### src/rtl/pipe_hazard_ctrl.sv
// pipe_hazard_ctrl: stall/flush sequencer for the front of the 5-stage pipeline.
// Handles load-use bubbles, branch mispredict flushes, multi-cycle FP holds
// and data-cache miss freezes. Optional performance counters are built when
// HAZ_PERF_CNT_EN is defined.
module pipe_hazard_ctrl #(
    parameter int unsigned FP_LAT = 4
`ifdef HAZ_PERF_CNT_EN
    ,
    parameter int unsigned CNT_W  = 32
`endif
) (
    input  logic             clk,
    input  logic             rst,
    input  logic [4:0]       id_rs1,
    input  logic [4:0]       id_rs2,
    input  logic             id_use_rs1,
    input  logic             id_use_rs2,
    input  logic [4:0]       ex_rd,
    input  logic             ex_MemRd,
    input  logic             ex_mispredict,
    input  logic             ex_fp_start,
    input  logic             dcache_miss,
    input  logic             dcache_ready,
    output logic             pc_stall,
    output logic             ifid_stall,
    output logic             idex_stall,
    output logic             exmem_stall,
    output logic             ifid_flush,
    output logic             idex_flush,
`ifdef HAZ_PERF_CNT_EN
    output logic [CNT_W-1:0] perf_stall_cnt,
    output logic [CNT_W-1:0] perf_flush_cnt,
`endif
    output logic             busy
);

    localparam int unsigned FP_CNT_W = 4;
    localparam bit          FP_EN    = (FP_LAT > 1);
    // Remaining FP_BUSY cycles after the first one; the start cycle itself is in RUN.
    localparam logic [FP_CNT_W-1:0] FP_INIT = FP_EN ? FP_CNT_W'(FP_LAT - 2) : '0;

    typedef enum logic [1:0] {
        RUN      = 2'd0,
        FP_BUSY  = 2'd1,
        MEM_WAIT = 2'd2
    } state_e;

    state_e              state_q, state_d;
    logic [FP_CNT_W-1:0] fp_cnt_q, fp_cnt_d;
    logic                lu;

    // Load-use hazard between the EX-stage load and the decode sources.
    always_comb begin
        lu = ex_MemRd && (ex_rd != 5'd0) &&
             ((id_use_rs1 && (id_rs1 == ex_rd)) || (id_use_rs2 && (id_rs2 == ex_rd)));
    end

    // State and FP countdown register.
    always_ff @(posedge clk or negedge rst) begin
        if (!rst) begin
            state_q  <= RUN;
            fp_cnt_q <= '0;
        end else begin
            state_q  <= state_d;
            fp_cnt_q <= fp_cnt_d;
        end
    end

    // Next-state and combinational stall/flush controls.
    always_comb begin
        state_d     = state_q;
        fp_cnt_d    = fp_cnt_q;
        pc_stall    = 1'b0;
        ifid_stall  = 1'b0;
        idex_stall  = 1'b0;
        exmem_stall = 1'b0;
        ifid_flush  = 1'b0;
        idex_flush  = 1'b0;
        busy        = (state_q != RUN);

        unique case (state_q)
            RUN: begin
                if (dcache_miss) begin
                    pc_stall    = 1'b1;
                    ifid_stall  = 1'b1;
                    idex_stall  = 1'b1;
                    exmem_stall = 1'b1;
                    state_d     = MEM_WAIT;
                end else if (ex_mispredict) begin
                    ifid_flush = 1'b1;
                    idex_flush = 1'b1;
                end else if (ex_fp_start && FP_EN) begin
                    pc_stall   = 1'b1;
                    ifid_stall = 1'b1;
                    idex_stall = 1'b1;
                    fp_cnt_d   = FP_INIT;
                    state_d    = FP_BUSY;
                end else if (lu) begin
                    // The bubble clears ex_MemRd next cycle, ending the hazard.
                    pc_stall   = 1'b1;
                    ifid_stall = 1'b1;
                    idex_flush = 1'b1;
                end
            end
            FP_BUSY: begin
                pc_stall   = 1'b1;
                ifid_stall = 1'b1;
                idex_stall = 1'b1;
                if (dcache_miss) begin
                    // Countdown is frozen and resumes once the refill completes.
                    exmem_stall = 1'b1;
                    state_d     = MEM_WAIT;
                end else if (fp_cnt_q == '0) begin
                    state_d = RUN;
                end else begin
                    fp_cnt_d = fp_cnt_q - FP_CNT_W'(1);
                end
            end
            MEM_WAIT: begin
                pc_stall    = 1'b1;
                ifid_stall  = 1'b1;
                idex_stall  = 1'b1;
                exmem_stall = 1'b1;
                if (dcache_ready) begin
                    state_d = (fp_cnt_q != '0) ? FP_BUSY : RUN;
                end
            end
            default: begin
                state_d = RUN;
            end
        endcase
    end

`ifdef HAZ_PERF_CNT_EN
    logic [CNT_W-1:0] perf_stall_q, perf_stall_d;
    logic [CNT_W-1:0] perf_flush_q, perf_flush_d;

    // Saturating stall/flush cycle counters.
    always_comb begin
        perf_stall_d = perf_stall_q;
        perf_flush_d = perf_flush_q;
        if (pc_stall && (perf_stall_q != '1)) begin
            perf_stall_d = perf_stall_q + CNT_W'(1);
        end
        if (idex_flush && (perf_flush_q != '1)) begin
            perf_flush_d = perf_flush_q + CNT_W'(1);
        end
    end

    // Counter registers.
    always_ff @(posedge clk or negedge rst) begin
        if (!rst) begin
            perf_stall_q <= '0;
            perf_flush_q <= '0;
        end else begin
            perf_stall_q <= perf_stall_d;
            perf_flush_q <= perf_flush_d;
        end
    end

    assign perf_stall_cnt = perf_stall_q;
    assign perf_flush_cnt = perf_flush_q;
`endif

endmodule

### config.mk
export PLATFORM = sky130hd
export DESIGN_NAME = pipe_hazard_ctrl
export DESIGN_NICKNAME = d
export VERILOG_FILES = /design/src/rtl/pipe_hazard_ctrl.sv
export SDC_FILE = /design/constraint.sdc
export NUM_CORES = 1
export LEC_CHECK = 0
export ABC_AREA = 0
export BUFFER_PORTS_ARGS = -buffer_cell sky130_fd_sc_hd__buf_2
export CAP_MARGIN = 15
export CORE_MARGIN = 4
export CORE_UTILIZATION = 48
export CTS_CLUSTER_DIAMETER = 120
export DETAILED_ROUTE_END_ITERATION = 16
export GPL_ROUTABILITY_DRIVEN = 0
export MAX_ROUTING_LAYER = met4
export PLACE_DENSITY = 0.82
export SETUP_SLACK_MARGIN = 0.02
export SLEW_MARGIN = 0
export SYNTH_ARGS = -nofsm -noshare
export SYNTH_HDL_FRONTEND = slang
export SYNTH_SLANG_ARGS = --single-unit
### constraint.sdc
create_clock -name clk -period 3.8 [get_ports clk]
set_clock_uncertainty 0.1 [all_clocks]
set_input_delay 0.57 -clock clk [delete_from_list [all_inputs] [get_ports clk]]
set_output_delay 0.57 -clock clk [all_outputs]
set_load 0.05 [all_outputs]
==> results of run 1 <==
[cells in the final DEF (no fill, tap or decap), types with 2 or more instances in the layout]
cell      instances
buf_2            30
a21oi_1           5
ha_1              6
nand3b_1          2
o21ai_1           2
a21bo_1           2
nand2_1           2
xor2_1            8
xnor2_1           2
inv_1             7
nor2_1            4
dfrtp_1           6
nor3_1            2
o21bai_1          2
clkbuf_4          3
[path summary, 6_finish.rpt]
kind | startpoint | cells past startpoint | end
min reg2reg | fp_cnt_q[1] | 2 | fp_cnt_q[1]
min | rst | 1 | fp_cnt_q[3]
max | state_q[1] | 6 | pc_stall
min in group clk | fp_cnt_q[1] | 2 | fp_cnt_q[1]
max reg2reg | state_q[1] | 6 | fp_cnt_q[2]
max in group asynchronous | rst | 1 | fp_cnt_q[0]
[cell type report]
type | instances | area (um2) | share of cell area
timing repair buffer | 30 | 150.1 | 0.1791
tap | 15 | 18.77 | 0.02239
clock buffer | 3 | 22.52 | 0.02687
multi-input combinational | 56 | 466.7 | 0.5567
inverter | 8 | 30.03 | 0.03582
sequential | 6 | 150.1 | 0.1791
[per-stage QoR]
stage | setup slack, ns | total power [mW] | std cells | area [um2]
after floorplan | 0.7595 | 0.4839 | 71 | 654.4
after global placement | 1.243 | 0.5569 | 115 | 815.8
after detailed placement | 1.219 | 0.5678 | 115 | 815.8
after CTS | 1.214 | 0.6282 | 118 | 838.3
after global routing | 1.082 | 0.6704 | 118 | 838.3
final | 1.217 | 0.6262 | 118 | 838.3
[sequential cells by signal, summed over array words and instances, names as in the netlist]
signal / count
fp_cnt_q: 4
state_q: 2
[where the power goes]
part	internal (mW)	switching [mW]	leakage, nW
Combinational	0.148	0.299	0.348
Clock	0.0357	0.0232	0.0138
Sequential	0.0911	0.0291	0.0744
Total	0.275	0.351	0.437
[worst register-to-register path: stages, from the launching register on]
cell	delay [ns]
dfrtp_1	0.43
inv_1	0.12
ha_1	0.30
o21bai_1	0.11
a221oi_2	0.45
nand3b_1	0.15
a21oi_1	0.16
[cells by family after synthesis]
| kind of cell | Yosys count |
|---|---|
| mux | 2 |
| compound gates | 18 |
| flops | 6 |
| buf+inv | 9 |
| fa+ha+maj | 6 |
| xor+xnor | 10 |
| simple gates | 20 |
[per-layer routing]
layer,global-route usage,vias to the layer above,wire length [um]
met2,0.2429,22,682
met4,0.05263,0,14
li1,-,321,-
met1,0.1936,281,633
met5,-,-,0
met3,0.03984,3,110
==> results.md, run 1 <==
- The flow ran to the end, and the final reports show no timing, DRC or antenna violations.
- The via count normalized by instance count is 5.314.
- The worst pin sits at a relative slew slack of 0.6285.
- Once detailed placement completed, the half-perimeter wirelength came to 1249 um.
- The count of buffers inserted at the top-level ports is 30.
- Of the total synthesized cell area, the portion taken by XOR and XNOR cells is 0.1338.
- Of the synthesized area, sequential elements account for 0.2294.
- The total global-route track usage is 0.1554.
- The area share of the largest cell type after synthesis is 0.2294.
- The critical path start-end classification is flop to output port.
- The number of inserted diodes is 0.
- The count of routing violations after the opening detailed-route iteration is 12.
- The path category of the worst min-delay check is input port to asynchronous set/reset pin.
- The net count of the finished layout is 135.
- CTS saw 6 sinks.
- A synthesized cell averages 9.217 um2.
- The maximum ir drop on the vdd rail is 0.001012 V.
- The TritonCTS clock tree is built.
- The actual transition at the worst max-transition pin is 0.5573 ns.
- For flop-to-flop paths, the worst setup slack is 1.90 ns.
- In this run the static leakage power is 0.4366 nW.
- The initial core utilization is 0.5093.
- The final global-route overflow total is 0.
- The fraction of registers with async set/reset is 1.000.
- Synthesis produced a netlist with a net count of 101.
- STA classifies the critical path startpoint as a flop.
- The post-CTS repair timing setup buffer count is 0.
- The biggest fanout along the worst timing path is 5.
- The portion of netlist area occupied by mux cells is 0.03824.
- Hold is met by 0.03976 ns.
- Summing every instance area after synthesis gives 654.4 um2.
- The number of storage elements in the synthesis netlist is 6.
- By area, the combinational part of the netlist is dominated by compound AO/OA/AOI/OAI gates.
- In this run the count of I/O pins placed on the die edge is 31.
- Traced cell by cell, the critical path runs through inv_1 > ha_1 > inv_2 > a2111o_1 > o21bai_1 > buf_2.
- The number of gates resized after CTS was 0.
- The number of hold-slack violations in the final timing report is 0.
- The slowest stage of the critical path is the dfrtp_1 cell.
- The post-route DRC violation count is 0.
- The final-layout setup total negative slack is 0 ns.
- The number of buffers and inverters on the critical path is 3.
- The most instantiated flip-flop cell in the synthesis netlist is dfrtp_1.
- Clock-pin slew was measured on the worst setup and hold paths at 0.04 ns.
- The floorplan step defined a die boundary enclosing 2018 um2.
- The largest net degree at the start of global routing is 9.
- The wire length per cell is 12.21 um.
- Clock latency on the worst-skew pair, taken at its later pin, is 0.24 ns.
- The number of setup violations in the final report is 0.
- The area fraction in compound gates after synthesis came to 0.2256.
- The biggest area consumer among synthesized cells is dfrtp_1.
- The clock root buffer master is clkbuf_4.
- Setup repair after global routing left no endpoint under its margin.
- The biggest cell delay along the critical path is 0.43 ns.
- The first-pass iteration count of the detailed router is 2.
- The number of routed nets with antenna violations is 0.
- The required time of the worst setup path is 3.13 ns.
- After floorplanning, the core was sized to cover 1285 um2.
- The die is 44.92 um tall.
- The commonest cells after synthesis are xor2_1 (8), inv_1 (7), dfrtp_1 (6), ha_1 (6), a21oi_1 (5).
- Timing would allow up to 387.2 MHz.
- The power density over cell area is 747.0 nW/um2.
- In this run, synthesis inferred 0 flip-flops with an integrated enable.
- The count of different cell masters after synthesis is 34.
- The total CTS buffers is 3.
- The fraction of the mapped netlist area in simple logic gates is 0.2008.
- The first global-routing pass estimated 2277 um of wire.
- The kind of end point of the critical path is an output port.
- STA puts the critical path data arrival time at 1.91 ns.
- The fraction of the cycle the final worst path needs is 0.6796.
- After layout, the minimum clock period comes to 2.583 ns.
- For this block, the routed nets add up to 1441 um of wire.
- The post-synthesis adder-cell area fraction is 0.1147.
- The final route contains 627 vias.
- The number of inserted filler cells in the final layout is 108.
- After technology mapping, the gate count stands at 71.
- Measured along the x axis, the die boundary spans 44.92 um.
- The total of max-cap violations is 0.
- The most numerous cell in the Yosys netlist is xor2_1.
- The fraction of final layout cells sized beyond drive strength 1 is 0.3883.
- The number of global-route vias before repair came to 557.
- The number of antenna violations at the first check in global routing is 0.
- Relative to the synthesized area, the layout overhead comes to 28.11%.
- The final core utilization is 0.6524.
- The worst-case clock buffer depth is 2.
- Yosys attributes the largest share of cell area to dfrtp_1 (23%), ha_1 (11%), xor2_1 (11%).
- In this run the number of H-tree levels came out at 1.
- The total number of placement rows is 13.
- The max-slew violation total from the final report was 0.
- The hold-fix buffer count after cts is 0.
- The family with the most delay on the worst path is buffers and inverters.
- The synthesis warning total is 0.
No activity file was read; power rests on OpenSTA's default activity.
==> inputs of run 2 (changes only) <==
--- a/config.mk
+++ b/config.mk
@@ -9,12 +9,12 @@
 export BUFFER_PORTS_ARGS = -buffer_cell sky130_fd_sc_hd__buf_2
 export CAP_MARGIN = 15
 export CORE_MARGIN = 4
-export CORE_UTILIZATION = 48
+export CORE_UTILIZATION = 45
 export CTS_CLUSTER_DIAMETER = 120
 export DETAILED_ROUTE_END_ITERATION = 16
 export GPL_ROUTABILITY_DRIVEN = 0
 export MAX_ROUTING_LAYER = met4
-export PLACE_DENSITY = 0.82
+export PLACE_DENSITY = 0.78
 export SETUP_SLACK_MARGIN = 0.02
 export SLEW_MARGIN = 0
 export SYNTH_ARGS = -nofsm -noshare
==> constraint.sdc (replaced) <==
create_clock -name clk -period 2.5 [get_ports clk]
set_clock_uncertainty 0.1 [all_clocks]
set_input_delay 0.375 -clock clk [delete_from_list [all_inputs] [get_ports clk]]
set_output_delay 0.375 -clock clk [all_outputs]
set_load 0.05 [all_outputs]
==> results.md, run 2 (synthesis gave the netlist of run 1 again) <==
- The total global-route track usage is 0.1674 (+0.01194).
- The count of cells along the worst register-to-register path is 6 (unchanged).
- The count of routing violations after the opening detailed-route iteration came to 5 (-7).
- The final global-route overflow total is 0 (unchanged).
- The worst-case clock buffer depth came to 2 (unchanged).
- The number of setup violations in the final report was 0 (unchanged).
- The number of inserted diodes was 0 (unchanged).
- The post-route DRC violation count was 0 (unchanged).
- The via count came to 618 (-1.4%).
- The register containing the most flip-flops in the final layout is fp_cnt_q.
- The fraction of the cycle the final worst path needs is 0.9255.
- The clock root buffer master is clkbuf_4.
- The cell family contributing the most delay on the critical path is compound AO/OA/AOI/OAI gates.
- The final-layout setup total negative slack is 0 ns (unchanged).
- The signal arrival time at the worst endpoint is 1.84 ns (-0.07 ns).
- The number of flip-flops in the largest register was 4 (unchanged).
- The global-route wire length before repair is 2504 um (+10%).
- The number of routed nets with antenna violations is 0 (unchanged).
- The max-slew violation total from the final report is 0 (unchanged).
- The count of buffers inserted at the top-level ports is 30 (unchanged).
- STA classifies the critical path endpoint as an output port.
- The number of nets at the end of the flow was 136 (+0.74%).
- The number of global-route vias before repair is 623 (+12%).
- The post-CTS repair timing setup buffer count came to 0 (unchanged).
- The actual transition at the worst max-transition pin is 0.5447 ns (-0.01261 ns).
- Based on the critical path, the design can be clocked at up to 432.2 MHz.
- The library cell used most frequently in the layout, excluding fill and tap cells, is buf_2.
- The number of hold-slack violations in the final timing report is 0 (unchanged).
- The die span in x was 46.14 um (+2.7%).
- The path category of the worst min-delay check is input port to asynchronous set/reset pin.
- The register clock-pin slew on the reported worst setup and hold paths is 0.05 ns (about the same).
- The via count normalized by instance count is 5.193 (-2.3%).
- Traced cell by cell, the critical path runs through inv_1 > ha_2 > inv_2 > a2111o_1 > o21bai_4 > clkbuf_4.
- The number of inserted filler cells in the final layout is 116 (+7.4%).
- The area used by sequential logic in the layout came to 150.1 um2 (unchanged).
- The setup path with the least slack is of type flop to output port.
- In the layout the commonest cells are buf_2 (28), xor2_1 (8), inv_1 (7).
- TritonCTS built the clock tree.
- The fraction of final layout cells sized beyond drive strength 1 was 0.4135 (+0.02511).
- The initial core utilization was 0.4906 (-0.01863).
- The total number of placement rows is 13 (unchanged).
- The routed wire length is 1577 um (+9.4%).
- The count of H-tree levels built during CTS came to 1 (unchanged).
- The number of antenna violations at the first check in global routing was 0 (unchanged).
- The half-perimeter wire length of the detailed placement result is 1341 um (+7.4%).
- The critical-path cell with the highest stage delay is dfrtp_1.
- The first-pass iteration count of the detailed router is 4 (+2).
- The worst hold slack across all endpoints is 0.3920 ns (+0.3523 ns).
- The leakage power is 0.4416 nW (+1.1%).
- The floorplan die area is 2128 um2 (+5.5%).
- From synthesis to final layout, the design area changed by 32.50%.
- The total CTS buffers came to 3 (unchanged).
- The largest registers in the layout are fp_cnt_q (4), state_q (2).
- The maximum ir drop on the vdd rail came to 0.0008839 V (-13%).
- The startpoint class of the critical path is a flop.
- The core area is 1334 um2 (+3.8%).
- The power density over cell area is 1154 nW/um2 (+54%).
- The clock network latency to the later pin of the worst-skew pair is 0.25 ns (about the same).
- The die outline height is 46.14 um (+2.7%).
- The number of gates on the worst path with buffers counted came to 6 (unchanged).
- The number of buffer and inverter stages on the critical path is 3 (unchanged).
- Setup repair after global routing left no endpoint under its margin.
- The number of I/O pins is 31 (unchanged).
- The wire length per cell is 13.25 um (+8.5%).
- The combined area of the multi-input logic cells is 480.5 um2 (+2.9%).
- The total of max-cap violations came to 0 (unchanged).
- The flow ran to the end, and the final reports show no timing, DRC or antenna violations.
- The required time of the worst setup path was 2.03 ns (-1.10 ns).
- The biggest fanout along the worst timing path is 5 (unchanged).
- The worst path in the final design needs a cycle of 2.314 ns, including I/O delays and setup.
- The largest net degree at the start of global routing is 9 (unchanged).
- The biggest cell delay along the critical path was 0.42 ns (about the same).
- The clock sink count is 6 (unchanged).
- The worst-case headroom to the max-slew limit is 0.6369 (+0.008404).
run 2: path summary, 6_finish.rpt:
path,to,from,slack (ns)
min in group clk,fp_cnt_q[2],ex_fp_start,0.45
worst min register to register,fp_cnt_q[1],fp_cnt_q[1],0.48
max in group asynchronous,state_q[0],rst,1.76
worst max register to register,fp_cnt_q[3],state_q[1],0.60
worst min-delay path,fp_cnt_q[2],rst,0.39
worst max-delay path,pc_stall,state_q[1],0.19
run 2: where the power goes:
group | switching (mW) | leakage [nW] | total [mW] | internal, mW
logic | 0.462 | 0.353 | 0.729 | 0.267
clock network | 0.0381 | 0.0138 | 0.0926 | 0.0545
registers | 0.0405 | 0.0744 | 0.179 | 0.138
total | 0.540 | 0.442 | 1.00 | 0.460
run 2: metal layers:
layer	track usage	wire length, um
met1	0.1986	672
met2	0.2775	852
met3	0.03516	51
met4	0.05682	0
met5	-	0
run 2: final cells by class:
cell class,instances,area share
multi-input combinational,56,0.5541
timing repair buffer,31,0.1905
sequential,6,0.1732
inverter,8,0.03463
clock buffer,3,0.02597
tap,15,0.02165
run 2: what timing repair did:
action | in CTS | in global routing
hold endpoints to repair | 6 | 0
setup endpoints to repair | 0 | 2
resized for setup | 0 | 3
hold buffers | 1 | 0
run 2: worst register-to-register path: stages, from the launching register on:
cell	delay, ns
dfrtp_1	0.42
inv_1	0.12
ha_1	0.31
o21bai_1	0.12
a221oi_2	0.44
nand3b_1	0.14
a21oi_1	0.17
run 2: through the flow:
step	worst slack (ns)	total power, mW	instance area (um2)	util	cells
after floorplan	-0.004427	0.7622	665.6	-	71
after global placement	0.2391	0.8805	827.0	0.6201	115
after detailed placement	0.2090	0.8930	827.0	0.6201	115
after CTS	0.1032	0.9887	859.6	0.6445	119
after global routing	0.06847	1.075	867.1	0.6501	119
final	0.1862	1.001	867.1	0.6501	119
==> inputs of run 3 (changes only) <==
--- a/config.mk
+++ b/config.mk
@@ -10,6 +10,7 @@
 export CAP_MARGIN = 15
 export CORE_MARGIN = 4
 export CORE_UTILIZATION = 45
+export CTS_BUF_LIST = sky130_fd_sc_hd__clkbuf_16
 export CTS_CLUSTER_DIAMETER = 120
 export DETAILED_ROUTE_END_ITERATION = 16
 export GPL_ROUTABILITY_DRIVEN = 0
==> constraint.sdc (replaced) <==
create_clock -name clk -period 2.5 [get_ports clk]
set_clock_uncertainty 0.1 [all_clocks]
set_input_delay 0.375 -clock clk [delete_from_list [all_inputs] [get_ports clk]]
set_output_delay 0.375 -clock clk [all_outputs]
set_load 0.01 [all_outputs]
==> results.md, run 3 (synthesis gave the netlist of run 1 again) <==
- The number of I/O pins is 31 (unchanged).
- The number of inserted diodes was 0 (unchanged).
- The leakage power came to 0.4639 nW (+5.1%).
- The wire length per cell is 13.23 um (-0.19%).
- The number of hold-slack violations in the final timing report is 0 (unchanged).
- The count of routing violations after the opening detailed-route iteration is 10 (+5).
- The kind of end point of the critical path is an output port.
- The fraction of final layout cells sized beyond drive strength 1 was 0.3846 (-0.02885).
- The worst-case headroom to the max-slew limit was 0.6105 (-0.02639).
- The post-cts resize count is 0 (unchanged).
- The biggest fanout along the worst timing path is 5 (unchanged).
- The total global-route track usage was 0.1652 (-0.002183).
- The run finished with clean final reports.
- The number of setup violations in the final report was 0 (unchanged).
- The number of buffer and inverter stages on the critical path is 3 (unchanged).
- STA classifies the critical path startpoint as a flop.
- The post-route DRC violation count is 0 (unchanged).
- TritonCTS built the clock tree.
- The initial core utilization is 0.4906 (unchanged).
- The clock sink count came to 6 (unchanged).
- The total of max-cap violations was 0 (unchanged).
- The fraction of the cycle the final worst path needs came to 0.8980 (-0.02758).
- The critical path goes through inv_1 > ha_1 > inv_2 > a2111o_1 > o21bai_1 > buf_2.
- The first-pass iteration count of the detailed router is 4 (unchanged).
- The number of antenna violations at the first check in global routing came to 0 (unchanged).
- The total number of placement rows is 13 (unchanged).
- The total CTS buffers came to 3 (unchanged).
- The root buffer cell chosen for the clock tree is clkbuf_16.
- The number of inserted filler cells in the final layout came to 101 (-13%).
- The critical path start-end classification is flop to output port.
- The biggest cell delay along the critical path is 0.43 ns (about the same).
- The final core utilization was 0.6754 (+0.02533).
- The worst-case clock buffer depth came to 2 (unchanged).
- The actual transition at the worst max-transition pin is 0.5843 ns (+0.03959 ns).
- The largest net degree at the start of global routing is 9 (unchanged).
- The final global-route overflow total is 0 (unchanged).
- The required time of the worst setup path is 2.03 ns (about the same).
- The register clock-pin slew on the reported worst setup and hold paths is 0.03 ns (-0.02 ns).
- Setup repair after global routing left no endpoint under its margin.
- The number of global-route vias before repair was 626 (+0.48%).
- The number of nets at the end of the flow was 136 (unchanged).
- The via count normalized by instance count was 5.429 (+4.5%).
- The die outline height is 46.14 um (unchanged).
- The critical-path cell with the highest stage delay is dfrtp_1.
- The number of flip-flops in the largest register is 4 (unchanged).
- The largest registers in the layout are fp_cnt_q (4), state_q (2).
- The path category of the worst min-delay check is input port to asynchronous set/reset pin.
- The via count is 646 (+4.5%).
- The power density over cell area is 1021 nW/um2 (-12%).
- The final-layout setup total negative slack is 0 ns (unchanged).
- The max-slew violation total from the final report was 0 (unchanged).
- The count of buffers inserted at the top-level ports is 30 (unchanged).
- The achievable clock frequency came to 445.5 MHz (+3.1%).
- Leaving out fill and tap cells, the most frequent cell in the layout is buf_2.
- The maximum ir drop on the vdd rail is 0.0007655 V (-13%).
- The number of routed nets with antenna violations is 0 (unchanged).
- The worst hold slack across all endpoints is 0.4001 ns (+0.008101 ns).
- The global-route wire length before repair is 2484 um (-0.80%).
- The register containing the most flip-flops in the final layout is fp_cnt_q.
- The clock network latency to the later pin of the worst-skew pair was 0.23 ns (-0.02 ns).
- The signal arrival time at the worst endpoint is 1.77 ns (-0.07 ns).
- The family with the most delay on the worst path is compound AO/OA/AOI/OAI gates.
- From synthesis to final layout, the design area changed by 37.67%.
- The library cells used most frequently in the layout, excluding fill and tap cells, are buf_2 (30), xor2_1 (8), inv_1 (7).
- The count of H-tree levels built during CTS is 1 (unchanged).
- The floorplan die area is 2128 um2 (unchanged).
- The time the worst path needs with I/O delays and setup came to 2.245 ns (-0.06895 ns).
- The routed wire length is 1574 um (-0.19%).
- The core area was 1334 um2 (unchanged).
- The die span in x is 46.14 um (unchanged).
- The half-perimeter wire length of the detailed placement result is 1262 um (-5.9%).
[run 3: report_power, final]
part	internal, mW	switching [mW]	leakage [nW]
clock	0.205	0.0521	0.0370
sequential	0.139	0.0460	0.0744
combinational	0.225	0.252	0.352
[run 3: stage by stage]
step	total power [mW]	setup WS, ns	cell area (um2)	std cells
after floorplan	0.5274	0.4557	654.4	71
after global placement	0.6439	0.4311	815.8	115
after detailed placement	0.6544	0.4383	815.8	115
after CTS	0.9225	0.2617	900.9	119
after global routing	0.9822	0.1434	900.9	119
final	0.9196	0.2551	900.9	119
[run 3: path summary, 6_finish.rpt]
path,cells after the start,from,slack [ns],endpoint
min reg2reg,2,fp_cnt_q[3],0.48,fp_cnt_q[3]
max reg2reg,6,state_q[1],0.55,fp_cnt_q[3]
max in group asynchronous,2,rst,1.76,state_q[0]
min,2,rst,0.40,fp_cnt_q[3]
max,6,state_q[1],0.26,pc_stall
min in group clk,4,ex_fp_start,0.47,fp_cnt_q[3]
[run 3: area by class of cell]
class / count / area (um2) / area share
Multi-Input combinational cell: 56 / 466.7 / 0.5181
Timing Repair Buffer: 31 / 160.2 / 0.1778
Sequential cell: 6 / 150.1 / 0.1667
Clock buffer: 3 / 75.07 / 0.08333
Inverter: 8 / 30.03 / 0.03333
Tap cell: 15 / 18.77 / 0.02083
[run 3: timing repair]
item                                    in CTS  in global routing
hold buffers                                 1                  0
buffers inserted                             0                  0
hold endpoints to repair                     6                  0
endpoints found under the setup margin       0                  0
[run 3: routing by layer]
metal  GRT usage  routed length [um]  share of wire  up-vias
li1            -                   -              -      322
met1      0.1944                 691           0.44      296
met2      0.2775                 768           0.49       24
met3     0.01172                  84          0.053        4
met4     0.08523                  30          0.019        0
met5           -                   0              0        -
